## src/rtl/regfile_mp.sv

```systemverilog
// Parametrised multi-port register file with write-first read bypass, prioritised
// special-register writes and a bounded hardware stack pointer with sticky error flags.
module regfile_mp #(
    parameter int               WIDTH       = 32,
    parameter int               NREGS       = 8,
    parameter int               AW          = 3,
    parameter int               SREG_IDX    = 5,
    parameter int               RN_IDX      = 6,
    parameter int               SP_IDX      = 7,
    parameter logic [WIDTH-1:0] STACK_BASE  = WIDTH'(32'h0000_0100),
    parameter logic [WIDTH-1:0] STACK_LIMIT = WIDTH'(32'h0000_00C0)
) (
    input  logic             clk,
    input  logic             rst_n,
    input  logic             rd_en,
    input  logic [AW-1:0]    rd_addr1,
    input  logic [AW-1:0]    rd_addr2,
    output logic [WIDTH-1:0] rd_data1,
    output logic [WIDTH-1:0] rd_data2,
    output logic [WIDTH-1:0] sreg_rd,
    output logic [WIDTH-1:0] sp_rd,
    output logic [WIDTH-1:0] rn_rd,
    input  logic             wr_en,
    input  logic [AW-1:0]    wr_addr,
    input  logic [WIDTH-1:0] wr_data,
    input  logic             flag_we,
    input  logic [WIDTH-1:0] flag_wdata,
    input  logic             rn_we,
    input  logic [WIDTH-1:0] rn_wdata,
    input  logic             sp_we,
    input  logic [WIDTH-1:0] sp_wdata,
    input  logic             sp_push,
    input  logic             sp_pop,
    input  logic             err_clr,
    output logic             stk_ovf,
    output logic             stk_unf
);

    logic [WIDTH-1:0] regs_reg  [NREGS];
    logic [WIDTH-1:0] regs_next [NREGS];

    logic [WIDTH-1:0] sp_cur;
    logic             push_only;
    logic             pop_only;
    logic             ovf_evt;
    logic             unf_evt;
    logic             stk_ovf_next;
    logic             stk_unf_next;

    assign sp_cur    = regs_reg[SP_IDX];
    assign push_only = sp_push & ~sp_pop & ~sp_we;
    assign pop_only  = sp_pop & ~sp_push & ~sp_we;
    assign ovf_evt   = push_only & (sp_cur == STACK_LIMIT);
    assign unf_evt   = pop_only & (sp_cur == STACK_BASE);

    // A fresh error in the same cycle as err_clr must leave the flag set.
    assign stk_ovf_next = (stk_ovf & ~err_clr) | ovf_evt;
    assign stk_unf_next = (stk_unf & ~err_clr) | unf_evt;

    genvar gi;
    generate
        for (gi = 0; gi < NREGS; gi++) begin : g_reg
            logic wr_hit;
            assign wr_hit = wr_en && (wr_addr == AW'(gi));

            if (gi == SP_IDX) begin : g_sp
                // Any push/pop request owns SP that cycle, even one refused at a bound.
                assign regs_next[gi] = sp_we                                ? sp_wdata :
                                       (push_only && !ovf_evt)              ? sp_cur - WIDTH'(1) :
                                       (pop_only && !unf_evt)               ? sp_cur + WIDTH'(1) :
                                       (sp_push || sp_pop)                  ? sp_cur :
                                       wr_hit                               ? wr_data :
                                                                              regs_reg[gi];
            end else if (gi == RN_IDX) begin : g_rn
                assign regs_next[gi] = rn_we  ? rn_wdata :
                                       wr_hit ? wr_data  : regs_reg[gi];
            end else if (gi == SREG_IDX) begin : g_sreg
                assign regs_next[gi] = flag_we ? flag_wdata :
                                       wr_hit  ? wr_data    : regs_reg[gi];
            end else begin : g_gen
                assign regs_next[gi] = wr_hit ? wr_data : regs_reg[gi];
            end
        end
    endgenerate

    always_ff @(posedge clk or negedge rst_n) begin
        if (!rst_n) begin
            for (int i = 0; i < NREGS; i++) begin
                regs_reg[i] <= (i == SP_IDX) ? STACK_BASE : '0;
            end
            rd_data1 <= '0;
            rd_data2 <= '0;
            sreg_rd  <= '0;
            sp_rd    <= STACK_BASE;
            rn_rd    <= '0;
            stk_ovf  <= 1'b0;
            stk_unf  <= 1'b0;
        end else begin
            for (int i = 0; i < NREGS; i++) begin
                regs_reg[i] <= regs_next[i];
            end
            stk_ovf <= stk_ovf_next;
            stk_unf <= stk_unf_next;
            // Reads sample next-state values so same-cycle writes are visible.
            if (rd_en) begin
                rd_data1 <= regs_next[rd_addr1];
                rd_data2 <= regs_next[rd_addr2];
                sreg_rd  <= regs_next[SREG_IDX];
                sp_rd    <= regs_next[SP_IDX];
                rn_rd    <= regs_next[RN_IDX];
            end
        end
    end

endmodule
```

## config.mk

```make
export PLATFORM = sky130hd
export DESIGN_NAME = regfile_mp
export DESIGN_NICKNAME = d
export VERILOG_FILES = /design/src/rtl/regfile_mp.sv
export SDC_FILE = /design/constraint.sdc
export NUM_CORES = 1
export LEC_CHECK = 0
export CAP_MARGIN = 20
export CORE_MARGIN = 10
export CORE_UTILIZATION = 35
export DETAILED_ROUTE_END_ITERATION = 10
export GPL_TIMING_DRIVEN = 0
export PLACE_DENSITY = 0.67
export SLEW_MARGIN = 40
export SYNTH_ARGS = -nofsm -noshare
export SYNTH_HDL_FRONTEND = slang
export SYNTH_SLANG_ARGS = --single-unit
```

## constraint.sdc

```tcl
create_clock -name clk -period 6.98 [get_ports clk]
set_input_delay 1.396 -clock clk [delete_from_list [all_inputs] [get_ports clk]]
set_output_delay 1.396 -clock clk [all_outputs]
set_load 0.02 [all_outputs]
```

After elaboration in Yosys (flattened, before gate mapping)
Index checks and enable logic that the tools add are counted.
Operators by class
  $add $sub $neg: 2
  $lt $le $gt $ge: 2
  equal/unequal tests: 9
  muxes and demuxes: 20
  bitwise gates (word level): 16
  reductions and logical operators: 14
Operators with widths (number)
  $mux 32: 18
  $bmux 32 s3: 2
  $add 32x1->32 const B: 1
  $eq 32x8->1 const B: 1
  $eq 32x9->1 const B: 1
  $sub 32x1->32 const B: 1
  $eq 3x3->1 const B: 4
  $logic_and 1x1->1: 10
  $and 1x1->1: 8
  $ge 4x4->1 const B: 2
  $not 3->4: 2
  $eq 3x2->1 const B: 2
  $not 1->1: 4
  $eq 3x1->1 const B: 1
  $logic_not 3->1: 1
  $logic_not 1->1: 2
  $or 1x1->1: 2
  $logic_or 1x1->1: 1
Storage, ports and cells
  flip-flop bits (word level): 418
  input port bits: 147

Logic depth before layout (Yosys ltp)
Gate-level depths: netlist of run 1.
  depth in word-level cells: 12
  mapped depth: 12

Worst setup path before layout of run 1
Ideal clock, no wire load.
  path type: in2reg
  start point: input port wr_addr[2]
  end point: register rd_data1[9]
  library setup time: 0.120 ns
  arrival: 3.567 ns
  slack: 3.293 ns
  cell stages on the path: 8
  path buffers: 3
  cells stage by stage: clkbuf_1 nor4b_2 buf_2 buf_2 mux2_2 mux4_2 o22ai_1 nor2_1
RTL lines
  start: declaration: RTL line 24  | input logic [AW-1:0] wr_addr,
  end signal: assignment: RTL line 106  | rd_data1 <= regs_next[rd_addr1];
  end: declaration: RTL line 18  | output logic [WIDTH-1:0] rd_data1,

Worst setup path in the final report of run 1
  start point: input port sp_pop
  end point: register rd_data2[26]
On the way
  cells in the longest elaborated chain, start to end: 11
  elaborated cells on any way between the ends: 19
  classes of those cells: 7 x mux; 7 x bitwise; 5 x reduce/logical
Ends and longest elaborated chain
  start: declaration: RTL line 33  | input logic sp_pop,
  $and 1x1->1 / $not 1->1 (equally long branches): RTL line 52, 51
  $and 1x1->1 (on tied branches): RTL line 52, 51
  $and 1x1->1 (on tied branches): RTL line 54, 51
  $logic_not 1->1 / $and 1x1->1 (equally long branches): RTL line 70, 53
  $logic_and 1x1->1 / $logic_not 1->1 (equally long branches): RTL line 70, 69
  $mux 32 / $logic_and 1x1->1 (equally long branches): RTL line 70, 69
  $mux 32 *: RTL line 69  | (push_only && !ovf_evt) ? sp_cur - WIDTH'(1) :
  $mux 32 *: RTL line 68  | assign regs_next[gi] = sp_we ? sp_wdata :
  $bmux 32 s3 *: RTL line 107  | rd_data2 <= regs_next[rd_addr2];
  $mux 32 (not written as such) * (2 in a row): RTL line 107
  end signal: assignment: RTL line 107
  end: declaration: RTL line 19  | output logic [WIDTH-1:0] rd_data2,
Mark *: on every way between the ends. The rest lies on a longest branch, timed or not. The select of a mux whose other input is x is not followed.
A chain may end at the register's enable or synchronous reset.

==> impl_results.md, run 1 <==
- Via Count: 21200
- DRC Markers: 0
- Max Fanout on Critical Path: 10
- Yosys top cell area share: 46.1%
- Worst-path cell chain: clkdlybuf4s50_1 -> nor3b_2 -> clkbuf_1 -> clkbuf_1 -> nand4_1 -> o2111a_1 -> a221oi_2 -> a22oi_1
- Clk_lat worst skew: 620 ps
- Pin count of the biggest net entering global routing: 76
- Pre-antenna DRT Iters: 6
- Max-cap viol count: 0
- Final Slew Violations: 0
- Req. time, crit path: 7430 ps
- Initial Util: 35.2%
- Final period util: 70.3%
- Fin util: 44.5%
- Max stage delay on crit path: 720 ps
- Htree depth: 2
- Post-synth cell types: 84
- Fin Clk Skew: 19.9 ps
- Nature of the critical path endpoint: flop
- CP Data Arrival Time: 5350 ps
- Setup Viol. Count Final: 0
- Path type of the worst setup path: input port to flop
- Initial antenna violation count: 5
- Hold Path Class: flop to flop
- Number of flip-flops in the largest register: 224
- Core area: 0.0641 mm²
- Vias in the first global route: 21000
- Clock sink total: 418
- Most common cell on crit path: clkbuf_1
- Async S/R FF share, synth: 100%
- CP startpoint kind: input port
- Pwr/cell area: 278 mW/mm²
- Mapped Cells: 2220
- Area Growth Syn to Fin: 26.5%
- Syn_nets: 2369
- GR Overflow Total: 0
- Slew Limit Headroom: 30.4%
- Via density: 6.12
- Area of the mapped netlist: 0.0226 mm²
- Clk buf depth: 3
- Final hold vios: 0
- Height of the chip: 274 µm
- Die W: 274 µm
- Rows: 93
- YS warnings: 0
- Number of buffers added on ports: 279
- Top cells by area, synth: dfrtp_1 46%, mux2i_1 9.5%, mux2_2 5.3%, mux4_2 5.0%, o21ai_0 3.1%
- Yosys reg bits: 418
- Inserted Clock Buffers: 47
- Status: finished clean
- Area leader, netlist: dfrtp_1
- EDFF count, synth: 0
- Total Routing Usage GR: 29.6%
- Avg Cell Area, Syn: 10.2 µm²
- Global-route wire length before repair: 159000 µm
- Worst Hold Margin: 489 ps
- Max Fclk: 204 MHz
- Antenna Nets Post-Route: 0
- Post-layout minimum cycle time: 4900 ps
- WL final: 114000 µm
- Clock-pin slew on the worst setup and hold paths: 60 ps
- IO Pins: 309
- Placed insts: 3368
- Maximum VDD drop: 175 µV
- Sequential element share of the synthesized area: 46.4%
- Number of DRC markers in iteration 0: 2621
- Share of post-route cells with drive strength above 1: 14.0%
- RSZ-0062 raised after global routing: no
- Full die area: 0.0750 mm²
- Clock tree from TritonCTS: built
- DP HPWL: 85800 µm
- Post-synth top flop: dfrtp_1
- Post-CTS Hold Buffers: 0
- CTS resizes: 0
- GP Congestion: 1.01
- Setup bufs post-CTS: 0
- Worst path slowest cell: a221oi_2
- Final-stage net count: 2711
- Final non-filler cell total: 3457
- DR WL/cell: 33.0 µm
- Leakage power: 12.4 nW
- Worst Tran Pin Value: 1040 ps
- CTS Root Cell: clkbuf_16
## synth_stat cells (15+ instances only)
master	n
buf_1	27
mux2_2	107
o221ai_1	32
buf_2	20
nor4_1	25
a211oi_1	25
o21ai_0	142
nand3_1	27
mux4_2	50
o21a_1	18
a21oi_1	92
nand2_1	166
dfrtp_1	416
o22ai_1	18
inv_1	178
nand4_1	21
o211ai_1	18
and2_1	15
clkbuf_1	136
a31oi_1	26
nor2_1	157
nor3_1	28
mux2i_1	215
## layer usage
metal	vias up	wire length [µm]	GRT usage, %	share of wire [%]
met5	-	37	0	0.032
met4	4	7240	16.2	6.4
met3	335	11800	7.22	10
met2	1470	50600	45.7	44
met1	10600	44300	37.7	39
li1	8708	-	-	-
## logic make-up (layout without fill, tap and decap cells)
logic type,after synthesis,in the layout,share of synthesized area [%]
simple gates,528,528,11.4
fa+ha+maj,2,2,0.111
other cells,0,2,0
xor+xnor,20,20,0.776
buf+inv,368,748,6.37
compound gates,511,511,15.1
flops,418,418,46.4
mux,373,373,19.9
## worst max-delay path: cells and delay by family
family	cells	cell delay [ps]
compound gates	3	1130
buf+inv	3	1990
simple gates	2	820
## stage by stage
stage / setup TNS (ps) / instance area (µm²) / setup slack [ps] / power, mW
after floorplan: 0 / 22600 / 3290 / 4.14
after global placement: -5981740 / 26400 / -14420 / 5.07
after detailed placement: 0 / 26800 / 1550 / 5.13
after CTS: 0 / 28500 / 2170 / 7.92
after global routing: 0 / 28500 / 2150 / 8.21
final: 0 / 28500 / 2080 / 7.95
## power breakdown
part | leakage [nW] | internal (mW) | switching (mW) | total, mW
registers | 5.03 | 2.83 | 0.232 | 3.06
logic | 6.57 | 0.848 | 1.24 | 2.09
clock network | 0.846 | 1.69 | 1.11 | 2.79
total | 12.4 | 5.36 | 2.58 | 7.95
## path summary, 6_finish.rpt
check	start	slack, ps	to	depth (start not counted)
worst max register to register	sp_cur[0]$_DFF_PN0_	2620	rd_data1[22]$_DFFE_PN0P_	10
worst min-delay path	regs_reg[205]$_DFF_PN0_	490	regs_reg[205]$_DFF_PN0_	2
worst max-delay path	sp_pop	2080	rd_data2[26]$_DFFE_PN0P_	8
worst min register to register	regs_reg[205]$_DFF_PN0_	490	regs_reg[205]$_DFF_PN0_	2
max in group asynchronous	rst_n	5510	regs_reg[92]$_DFF_PN0_	2
min in group asynchronous	rst_n	700	sp_rd[18]$_DFFE_PN0P_	1
## cells in the final DEF (no fill, tap or decap), types with 12 or more instances in the layout
cell | Yosys | final
o221ai_1 | 32 | 32
o21ai_0 | 142 | 138
mux4_2 | 50 | 50
clkbuf_16 | 0 | 47
nor4_1 | 25 | 21
nand2b_1 | 13 | 13
clkbuf_1 | 136 | 119
nor2_1 | 157 | 153
o21a_1 | 18 | 18
clkdlybuf4s50_1 | 0 | 278
a22oi_1 | 14 | 14
mux2_2 | 107 | 107
nand3_1 | 27 | 27
o211ai_1 | 18 | 18
nor3_1 | 28 | 27
inv_1 | 178 | 178
buf_2 | 20 | 41
nand4_1 | 21 | 21
a211oi_1 | 25 | 25
nand2_1 | 166 | 166
o22ai_1 | 18 | 18
mux2i_1 | 215 | 215
xor2_1 | 12 | 12
and2_1 | 15 | 15
a21oi_1 | 92 | 91
a31oi_1 | 26 | 23
clkbuf_2 | 0 | 25
dfrtp_1 | 416 | 416
## final cells by class
type | count | area [µm²]
Buffer | 188 | 813
Clock buffer | 65 | 1340
Tap cell | 855 | 1070
Inverter | 180 | 676
Multi-Input combinational cell | 1434 | 10800
Antenna cell | 2 | 5.00
Timing Repair Buffer | 293 | 3020
Fill cell | 6062 | 35600
Sequential cell | 418 | 10500
Clock inverter | 22 | 385
Power figures use the tool's default switching activity.
==> run 2: changes to the inputs <==
PLACE_DENSITY = 0.69   (was 0.67)
clock period = 4.5 ns   (was 6.98 ns; I/O delays follow)
==> impl_results.md, run 2 (same netlist as run 1, synthesis figures left out) <==
- Via Count: 21100
- Multi-input gate area: 0.0108 mm²
- Die W: 274 µm
- Max Fclk: 228 MHz
- Leakage power: 12.4 nW
- Antenna Nets Post-Route: 0
- Switching Share: 32.9%
- Clk buf depth: 3
- Hold Path Class: input port to async pin
- GP Congestion: 1.03
- Htree depth: 2
- DP Area: 0.0268 mm²
- Reg power frac: 39.1%
- Clk_lat worst skew: 610 ps
- Post-CTS Hold Buffers: 0
- Worst Tran Pin Value: 1020 ps
- GR Overflow Total: 0
- Core area: 0.0641 mm²
- Max-cap viol count: 0
- Final-stage net count: 2709
- CP startpoint kind: input port
- Rows: 93
- RSZ-0062 raised after global routing: no
- Pin count of the biggest net entering global routing: 77
- Clock-pin slew on the worst setup and hold paths: 60 ps
- Via density: 6.12
- Number of DRC markers in iteration 0: 2882
- Fill count: 6016
- Status: finished clean
- Vias in the first global route: 21200
- Final Slew Violations: 0
- Fin Clk Skew: 20.8 ps
- Sw power: 4.00 mW
- CTS Root Cell: clkbuf_16
- Slew Limit Headroom: 32.1%
- Maximum VDD drop: 262 µV
- Initial antenna violation count: 3
- DR WL/cell: 33.1 µm
- Worst-case reg-to-reg path depth: 10
- Clock sink total: 418
- Final hold vios: 0
- Pre-antenna DRT Iters: 8
- Max Fanout on Critical Path: 10
- Register area: 0.0105 mm²
- IO Pins: 309
- Most frequent cells in the layout: 416 x dfrtp_1, 278 x clkdlybuf4s50_1, 215 x mux2i_1
- Initial Util: 35.2%
- Design area: 0.0284 mm²
- Inserted Clock Buffers: 46
- Req. time, crit path: 5020 ps
- Post-route total power: 12.1 mW
- Height of the chip: 274 µm
- Final period util: 97.4%
- Clock group share of total power: 34.1%
- Setup Viol. Count Final: 0
- Pre-CTS setup slack: -500 ps
- Area Growth Syn to Fin: 26.0%
- CP Data Arrival Time: 4900 ps
- Post-layout minimum cycle time: 4380 ps
- Clock tree from TritonCTS: built
- Share of post-route cells with drive strength above 1: 14.1%
- Pwr/cell area: 427 mW/mm²
- Commonest non-fill, non-tap cell in the layout: dfrtp_1
- WL final: 114000 µm
- Combinational power share: 26.8%
- Full die area: 0.0750 mm²
- CTS resizes: 0
- Number of buffers added on ports: 279
- Global-route wire length before repair: 159000 µm
- Setup bufs post-CTS: 0
- DRC Markers: 0
- Final worst setup slack: 116 ps
- Path type of the worst setup path: input port to flop
- Pint: 8.14 mW
- Nature of the critical path endpoint: flop
- Total Routing Usage GR: 29.4%
- Number of flip-flops in the largest register: 224
- DP HPWL: 85300 µm
run 2: cell count changes in the layout (fill, tap and decap cells not counted), moves of 2 or more:
| cell | delta |
|---|---|
| clkinv_2 | -2 |
| buf_2 | -2 |
| bufinv_16 | -2 |
| clkbuf_2 | +8 |
| clkinv_4 | -2 |
| clkinvlp_4 | +4 |
| clkbuf_1 | -8 |
run 2: power groups by stage:
stage / registers [mW] / clock network [mW] / logic, mW
floorplan: 4.94 / 0 / 1.49
global placement: 4.80 / 0 / 3.06
detailed placement: 4.79 / 0 / 3.17
CTS: 4.73 / 4.15 / 3.19
global route: 4.79 / 4.30 / 3.43
finish: 4.75 / 4.14 / 3.25
run 2: routing by layer:
layer / share of wire [%] / global-route usage [%]
met1: 39 / 37.4
met2: 44 / 45.2
met3: 12 / 8.62
met4: 5.7 / 14.5
met5: 0 / 0
run 2: worst paths after layout:
check	startpoint	endpoint	slack (ps)
setup / recovery	sp_pop	rd_data2[16]$_DFFE_PN0P_	120
hold / removal	rst_n	sp_cur[18]$_DFF_PN0_	180
setup reg to reg	sp_cur[0]$_DFF_PN0_	rd_data2[16]$_DFFE_PN0P_	140
hold reg to reg	regs_reg[214]$_DFF_PN0_	regs_reg[214]$_DFF_PN0_	500
max in group asynchronous	rst_n	regs_reg[188]$_DFF_PN0_	3200
min in group clk	regs_reg[214]$_DFF_PN0_	regs_reg[214]$_DFF_PN0_	500
run 2: layout make-up:
| class | instances | area share, % |
|---|---|---|
| Multi-Input combinational cell | 1434 | 37.8 |
| Sequential cell | 418 | 36.8 |
| Timing Repair Buffer | 292 | 10.6 |
| Clock buffer | 62 | 4.58 |
| Tap cell | 855 | 3.76 |
| Buffer | 188 | 2.89 |
| Inverter | 180 | 2.38 |
| Clock inverter | 19 | 1.10 |
| Antenna cell | 3 | 0.0264 |
run 2: per-stage QoR:
step	hold slack, ps	utilization [%]	TNS (ps)	instances
6_report	177	44.4	0	3451
5_1_grt	188	44.4	0	3449
4_1_cts	180	44.3	0	3446
3_5_place_dp	481	41.8	-6070	3365
3_3_place_gp	466	41.2	-6693880	3354
2_1_floorplan	453	-	0	2220
run 2: critical path: stages:
cell	delay (ps)
clkdlybuf4s50_1	620
or3b_2	570
nor2_2	510
clkbuf_1	730
nor2_1	160
a311oi_1	620
o211ai_1	350
and3_1	270
o21ai_0	140
==> run 3: changes to the inputs <==
PLACE_DENSITY = not set   (was 0.69)
PLACE_DENSITY_LB_ADDON = 0.3   (was not set)
==> impl_results.md, run 3 (same netlist as run 1, synthesis figures left out) <==
- Max stage delay on crit path: 660 ps
- Clock tree from TritonCTS: built
- Final-stage net count: 2712
- Design area: 0.0286 mm²
- Placed insts: 3367
- Worst Hold Margin: 154 ps
- Via density: 6.09
- Inserted Clock Buffers: 48
- Fin util: 44.6%
- Total Routing Usage GR: 29.8%
- Pin count of the biggest net entering global routing: 72
- Setup Viol. Count Final: 0
- Vias in the first global route: 20900
- Final hold vios: 0
- Leakage power: 12.5 nW
- Commonest non-fill, non-tap cell in the layout: dfrtp_1
- Clk_lat worst skew: 610 ps
- Final Slew Violations: 0
- Number of DRC markers in iteration 0: 2505
- DRC Markers: 0
- Max Fclk: 231 MHz
- Antenna Nets Post-Route: 0
- Die W: 274 µm
- Htree depth: 2
- CP startpoint kind: flop
- Clock-pin slew on the worst setup and hold paths: 60 ps
- Hold Path Class: input port to async pin
- Fin Clk Skew: 21.4 ps
- CP Data Arrival Time: 4860 ps
- DP Area: 0.0268 mm²
- CP delay by family, top: compound AO/OA/AOI/OAI gates
- Worst-path cell chain: inv_1 -> ha_1 -> or4b_2 -> nor2_2 -> nand4_4 -> a21oi_1 -> buf_2 -> o2111ai_1 -> a31oi_1 -> a211o_1
- Height of the chip: 274 µm
- Core area: 0.0641 mm²
- Path type of the worst setup path: flop to flop
- Number of buffers added on ports: 279
- Pwr/cell area: 429 mW/mm²
- IO Pins: 309
- CTS resizes: 0
- Initial antenna violation count: 4
- Initial Util: 35.2%
- Setup bufs post-CTS: 0
- Number of flip-flops in the largest register: 224
- Final non-filler cell total: 3458
- Clk buf depth: 3
- GR Overflow Total: 0
- WL final: 115000 µm
- RSZ-0062 raised after global routing: no
- Max Fanout on Critical Path: 10
- Worst Tran Pin Value: 981 ps
- CTS Root Cell: clkbuf_16
- Post-layout minimum cycle time: 4320 ps
- Nature of the critical path endpoint: flop
- Pre-antenna DRT Iters: 6
- Share of post-route cells with drive strength above 1: 14.8%
- Most frequent cells in the layout: 416 x dfrtp_1, 278 x clkdlybuf4s50_1, 215 x mux2i_1
- Crit path buffers/inverters: 2
- Global-route wire length before repair: 160000 µm
- Clock sink total: 418
- Worst path slowest cell: or4b_2
- Slew Limit Headroom: 34.6%
- Via Count: 21100
- Req. time, crit path: 5040 ps
- DR WL/cell: 33.3 µm
- Maximum VDD drop: 246 µV
- Post-CTS Hold Buffers: 0
- Max-cap viol count: 0
- Status: finished clean
- Area Growth Syn to Fin: 26.6%
- Full die area: 0.0750 mm²
- DP HPWL: 86300 µm
- GP Congestion: 1.02
- Final period util: 96.1%
- Rows: 93
- Final setup TNS: 0 ps
-- run 3: stage by stage --
| stage | setup slack (ps) | power, mW |
|---|---|---|
| finish | 176 | 12.3 |
| global route | 125 | 12.7 |
| CTS | 369 | 12.2 |
| detailed placement | -118 | 7.97 |
| global placement | -16530 | 7.87 |
| floorplan | 1310 | 6.42 |
-- run 3: cell type report --
class / instances / area (µm²)
Sequential cell: 418 / 10500
Antenna cell: 1 / 2.50
Fill cell: 6069 / 35500
Multi-Input combinational cell: 1434 / 10800
Tap cell: 855 / 1070
Timing Repair Buffer: 293 / 3040
Clock inverter: 23 / 294
Clock buffer: 66 / 1420
Buffer: 188 / 827
Inverter: 180 / 676
-- run 3: report_power, final --
part / internal, mW / switching, mW
clock: 2.50 / 1.76
combinational: 1.32 / 1.93
sequential: 4.39 / 0.358
total: 8.21 / 4.04
-- run 3: worst paths after layout --
check,slack (ps),cells after the start,from,endpoint
hold reg to reg,490,2,sp_rd[8]$_DFFE_PN1P_,sp_rd[8]$_DFFE_PN1P_
setup / recovery,180,10,sp_cur[0]$_DFF_PN0_,rd_data1[22]$_DFFE_PN0P_
setup reg to reg,180,10,sp_cur[0]$_DFF_PN0_,rd_data1[22]$_DFFE_PN0P_
hold / removal,150,1,rst_n,sp_rd[18]$_DFFE_PN0P_
min in group clk,490,2,sp_rd[8]$_DFFE_PN1P_,sp_rd[8]$_DFFE_PN1P_
max in group asynchronous,3110,4,rst_n,rn_rd[14]$_DFFE_PN0P_
-- run 3: worst reg2reg max path: cells and delay by family, from the launching register on --
kind	cells	cell delay, ps
buf+inv	2	610
simple gates	3	1230
compound gates	4	1740
fa+ha+maj	1	240
flops	1	440
-- run 3: metal layers --
metal | vias to the layer above | wire [µm] | global-route usage [%]
met2 | 1434 | 52000 | 46.6
li1 | 8708 | - | -
met4 | 0 | 5560 | 13.0
met5 | - | 0 | 0
met1 | 10700 | 45600 | 38.3
met3 | 269 | 12000 | 7.79
